**config.mk**
```make
export PLATFORM = sky130hd
export DESIGN_NAME = timer_counter
export DESIGN_NICKNAME = d
export VERILOG_FILES = /design/src/rtl/timer_counter.sv
export SDC_FILE = /design/constraint.sdc
export NUM_CORES = 1
export LEC_CHECK = 0
export CAP_MARGIN = 20
export CORE_MARGIN = 5
export CORE_UTILIZATION = 54
export CTS_BUF_LIST = sky130_fd_sc_hd__clkbuf_4 sky130_fd_sc_hd__clkbuf_8
export CTS_CLUSTER_DIAMETER = 150
export DETAILED_ROUTE_END_ITERATION = 10
export PLACE_DENSITY = 0.83
export SLEW_MARGIN = 15
export SYNTH_ARGS = -nofsm -noshare
export SYNTH_HDL_FRONTEND = slang
export SYNTH_SLANG_ARGS = --single-unit
export TNS_END_PERCENT = 1
```
**constraint.sdc**
```tcl
create_clock -name clk -period 3.19 [get_ports clk]
set_input_delay 0.638 -clock clk [delete_from_list [all_inputs] [get_ports clk]]
set_output_delay 0.638 -clock clk [all_outputs]
set_load 0.01 [all_outputs]
```
**src/rtl/timer_counter.sv**
```systemverilog
// Counting core of the timer IP: 2^N prescaler, 64-bit up-counter with split
// software loads, and a debug-halt state that freezes counter and prescaler.
module timer_counter #(
  parameter int CNT_W   = 64,
  parameter int DIV_MAX = 8,
  parameter int PS_W    = 8
) (
  input  logic             clk,
  input  logic             rst,
  input  logic             timer_en,
  input  logic             div_en,
  input  logic [3:0]       div_val,
  input  logic             dbg_mode,
  input  logic             halt_req,
  input  logic             ld_lo,
  input  logic             ld_hi,
  input  logic [31:0]      ld_data,
  output logic [CNT_W-1:0] cnt_value,
  output logic             cnt_tick,
  output logic             cnt_ovf,
  output logic             halt_ack
);

  typedef enum logic [1:0] {IDLE, RUN, HALT} state_e;

  state_e           state_q, state_d;
  logic [CNT_W-1:0] cnt_q, cnt_d;
  logic [PS_W-1:0]  ps_q, ps_d;
  logic             tick_q, tick_d;
  logic             ovf_q, ovf_d;
  logic             ack_q, ack_d;
  logic             div_en_q, div_en_d;
  logic [3:0]       div_val_q, div_val_d;

  logic             halt;
  logic             div_chg;
  logic [3:0]       div_n;
  logic [PS_W:0]    ps_pow;
  logic [PS_W:0]    ps_full;
  logic [PS_W-1:0]  ps_mask;
  logic [PS_W-1:0]  ps_eff;
  logic             ps_hit;
  logic             inc;
  logic             ld;
  logic             clr;

  // Terminal prescaler value for the effective exponent; zero when the
  // prescaler is bypassed so every RUN cycle hits.
  always_comb begin
    div_n   = (div_val > 4'(DIV_MAX)) ? 4'(DIV_MAX) : div_val;
    ps_pow  = (PS_W+1)'(1) << div_n;
    ps_full = ps_pow - (PS_W+1)'(1);
    ps_mask = (div_en && (div_val != 4'd0)) ? ps_full[PS_W-1:0] : '0;
  end

  // A config change restarts the phase in the very cycle the new value is seen.
  assign div_chg = (div_en != div_en_q) || (div_val != div_val_q);
  assign ps_eff  = div_chg ? '0 : ps_q;
  assign ps_hit  = (ps_eff == ps_mask);
  assign halt    = dbg_mode & halt_req;
  assign ld      = ld_lo | ld_hi;

  always_comb begin
    state_d = state_q;
    case (state_q)
      IDLE:    if (timer_en) state_d = RUN;
      RUN:     if (!timer_en) state_d = IDLE;
               else if (halt) state_d = HALT;
      HALT:    if (!timer_en) state_d = IDLE;
               else if (!halt) state_d = RUN;
      default: state_d = IDLE;
    endcase
  end

  // Counting is gated by the next state so a halt request freezes at once
  // and the enabling edge already counts.
  always_comb begin
    inc  = 1'b0;
    ps_d = ps_q;
    case (state_d)
      RUN: begin
        inc  = ps_hit;
        ps_d = ps_hit ? '0 : ps_eff + PS_W'(1);
      end
      HALT:    ps_d = ps_eff;
      default: ps_d = '0;
    endcase
  end

  assign clr = (state_q == RUN) && (state_d == IDLE);

  always_comb begin
    cnt_d  = cnt_q;
    tick_d = 1'b0;
    ovf_d  = 1'b0;
    if (clr) begin
      cnt_d = '0;
    end else if (ld) begin
      if (ld_lo) cnt_d[31:0]       = ld_data;
      if (ld_hi) cnt_d[CNT_W-1:32] = ld_data;
    end else if (inc) begin
      cnt_d  = cnt_q + CNT_W'(1);
      tick_d = 1'b1;
      ovf_d  = &cnt_q;
    end
  end

  assign ack_d     = (state_d == HALT);
  assign div_en_d  = div_en;
  assign div_val_d = div_val;

  always_ff @(posedge clk or posedge rst) begin
    if (rst) begin
      state_q   <= IDLE;
      cnt_q     <= '0;
      ps_q      <= '0;
      tick_q    <= 1'b0;
      ovf_q     <= 1'b0;
      ack_q     <= 1'b0;
      div_en_q  <= 1'b0;
      div_val_q <= 4'd0;
    end else begin
      state_q   <= state_d;
      cnt_q     <= cnt_d;
      ps_q      <= ps_d;
      tick_q    <= tick_d;
      ovf_q     <= ovf_d;
      ack_q     <= ack_d;
      div_en_q  <= div_en_d;
      div_val_q <= div_val_d;
    end
  end

  assign cnt_value = cnt_q;
  assign cnt_tick  = tick_q;
  assign cnt_ovf   = ovf_q;
  assign halt_ack  = ack_q;

endmodule
```
==> impl_metrics.env <==
export IMPL_synth_top_family_by_area="compound AO/OA/AOI/OAI gates"
export IMPL_crit_chain="buf_8 > or4_4 > ha_4 > buf_6 > and3_4 > a221o_1 > nand2b_1 > o211a_1 > and4_4 > buf_6 > a21oi_4 > buf_12 > buf_12 > a221o_1"
export IMPL_row_count=36
export IMPL_synth_nets=728
export IMPL_wl_mm=19.4
export IMPL_max_clock_freq_mhz=304
export IMPL_coreArea_mm2=0.00986
export IMPL_finClkSkew_ns=0.00883
export IMPL_crit_slowest_cell="or4_4"
export IMPL_yosys_warnings=0
export IMPL_dp_slack_ns=-0.771
export IMPL_first_global_vias=6062
export IMPL_synth_mux_area_share_pct=0.182
export IMPL_cts_inserted_buffers=9
export IMPL_grt_max_degree=70
export IMPL_synthDistinctLibCells=71
export IMPL_fin_total_pwr_mw=3.05
export IMPL_clock_latency_ns=0.36
export IMPL_dr_pass1_iters=6
export IMPL_yosys_area_share_simple_pct=24.2
export IMPL_path_max_fanout=5
export IMPL_root_buffer="clkbuf_8"
export IMPL_synthXorXnorAreaFrac_pct=1.75
export IMPL_wl_per_cell_um=20.2
export IMPL_pin_count=111
export IMPL_area_growth_pct=35.2
export IMPL_die_x_um=111
export IMPL_hp_class="input port to register"
export IMPL_postRouteAntennaNets=0
export IMPL_yosys_register_bits=82
export IMPL_critPathMaxStageDelay_ns=0.55
export IMPL_grtUsageTotal_pct=30.6
export IMPL_viasPerCell=6.60
export IMPL_initial_core_util_pct=55.7
export IMPL_drive_above_1_share_pct=16.8
export IMPL_power_leakage_nw=2.99
export IMPL_hold_viol=0
export IMPL_end_kind="register"
export IMPL_post_route_period_util_pct=103
export IMPL_synth_edf_count=0
export IMPL_synthAdderAreaFrac_pct=1.37
export IMPL_netlist_area_mm2=0.00550
export IMPL_synth_compound_area_share_pct=29.8
export IMPL_synth_async_reset_ratio_pct=100
export IMPL_nets=876
export IMPL_drc_errors=0
export IMPL_n_antenna_cell=0
export IMPL_avgSynthCellArea_um2=8.11
export IMPL_finalSetupViolations=25
export IMPL_overflow=0
export IMPL_violations="negative setup slack"
export IMPL_ir_drop_mv=0.249
export IMPL_fill_cells=669
export IMPL_startpoint_type="input port"
export IMPL_grt_pass1_wl_mm=31.0
export IMPL_clock_sinks=82
export IMPL_finalMaxSlewViolations=0
export IMPL_vias=6339
export IMPL_synth_seq_area_share_pct=37.3
export IMPL_setup_ws_ns=-0.0941
export IMPL_clkTransAtPathRegs_ns=0.08
export IMPL_first_iter_violations=667
export IMPL_cp_top_family="simple AND/OR/NAND/NOR gates"
export IMPL_clockBufferDepth=2
export IMPL_crit_type="input port to register"
export IMPL_worst_pin_slew_ns=0.543
export IMPL_die_y_um=111
export IMPL_drv_cap=0
export IMPL_place_gp_congestion=0.931
export IMPL_cts_tree="built"
export IMPL_crit_required_ns=3.43
export IMPL_antenna_found_initial=0
export IMPL_slew_headroom_pct=63.5
export IMPL_portBuffers=110
export IMPL_utilization_pct=75.4
export IMPL_rsz0062_at_grt="yes"
export IMPL_outcome="finished with violations"
export IMPL_dp_hpwl_mm=13.4
export IMPL_arrival_ns=3.52
export IMPL_synth_main_ff_cell="dfrtp_1"
export IMPL_power_density_mw_per_mm2=411
export IMPL_die_area_mm2=0.0123
export IMPL_fin_crit_ns=3.28
export IMPL_synthCells=678
export IMPL_htree_levels=3
export IMPL_cts_hold_buffers=0
export IMPL_critPathBufInv=5
-- cells by family after synthesis --
group,count (synthesis)
and+or+nand+nor,267
AOI/OAI and AO/OA,257
DFF,82
buffers and inverters,54
xor gates and xnor gates,11
adders and majority gates,6
muxes,1
-- repair_timing --
item	CTS	global route
pin swaps	10	22
setup endpoints to repair	72	48
gates resized for setup	30	40
cloned	3	0
buffers inserted	15	2
-- power by group --
part / switching [mW] / internal, mW / total (mW)
logic: 0.503 / 0.528 / 1.03
clock network: 0.372 / 0.296 / 0.668
registers: 0.184 / 1.17 / 1.35
-- layer usage --
| metal | routed length [um] | global-route usage [%] | vias to the layer above |
|---|---|---|---|
| met5 | 0 | 0 | - |
| met4 | 719 | 12.1 | 0 |
| met3 | 2160 | 8.52 | 77 |
| met2 | 8880 | 48.1 | 466 |
| met1 | 7670 | 40.1 | 2973 |
| li1 | - | - | 2823 |
-- layout by cell type, fill, tap and decap left out, drive strengths merged, types with 16 or more instances in the layout --
cell type / instances
and3: 24
buf: 73
nand2: 78
a21oi: 86
nor3: 16
nand3: 31
nor2: 63
o21ai: 87
clkdlybuf4s50: 106
dfrtp: 82
-- cell type report --
| type | count | area, um2 | share of cell area [%] |
|---|---|---|---|
| Clock buffer | 12 | 146 | 1.97 |
| Tap cell | 133 | 166 | 2.24 |
| Timing Repair Buffer | 179 | 1760 | 23.6 |
| Sequential cell | 82 | 2050 | 27.6 |
| Multi-Input combinational cell | 542 | 3260 | 43.8 |
| Inverter | 12 | 46.3 | 0.623 |
| Clock inverter | 1 | 5.00 | 0.0673 |
-- Yosys cell counts, types with 4 or more instances --
library cell	instances	area share, %
a21o_1	5	0.68
a31oi_1	12	1.4
buf_6	10	2.0
and3_1	24	2.7
nor3_1	13	1.2
o22a_1	5	0.80
o21ai_0	75	6.8
nand4_1	13	1.5
and4_1	7	1.1
inv_1	11	0.75
o21ai_1	12	1.1
nor2_1	63	4.3
nand3b_1	4	0.55
dfrtp_1	82	37
a21oi_1	66	6.0
and2_1	9	1.0
o21a_1	4	0.55
nand2_1	78	5.3
buf_4	4	0.55
xor2_1	8	1.3
o221ai_1	9	1.4
ha_1	6	1.4
nor4_1	6	0.68
clkbuf_1	24	1.6
nand3_1	31	2.8
a22oi_1	6	0.82
o211ai_1	8	1.1
a32oi_1	4	0.64
a21oi_2	19	3.0
o31ai_1	5	0.68
-- flip-flops by register name, indices dropped and copies added (netlist names) --
register   flops
ps_q           8
state_q        2
cnt_value     64
cnt_tick       1
halt_ack       1
div_en_q       1
div_val_q      4
cnt_ovf        1
-- metrics by stage --
stage / TNS (ns) / area (um2) / hold WS [ns] / std cells
CTS: 0 / 7420 / 0.522 / 964
global route: -3.82 / 7430 / 0.482 / 961
finish: -0.979 / 7430 / 0.501 / 961
detailed placement: -43.88 / 7030 / 0.510 / 933
global placement: -40.56 / 7030 / 0.505 / 933
floorplan: -13.73 / 5510 / 0.536 / 678
-- final timing paths --
path,endpoint,slack [ns],cells after the start,startpoint
worst max register to register,cnt_value[63],0.46,9,cnt_value[30]
min in group asynchronous,ps_q[7],0.53,2,rst
max in group asynchronous,cnt_value[32],2.01,3,rst
worst min register to register,cnt_value[63],0.53,1,cnt_value[63]
worst min-delay path,div_val_q[2],0.50,2,div_val[2]
worst max-delay path,cnt_value[33],-0.09,14,div_val[2]
No activity file was read; power rests on OpenSTA's default activity.
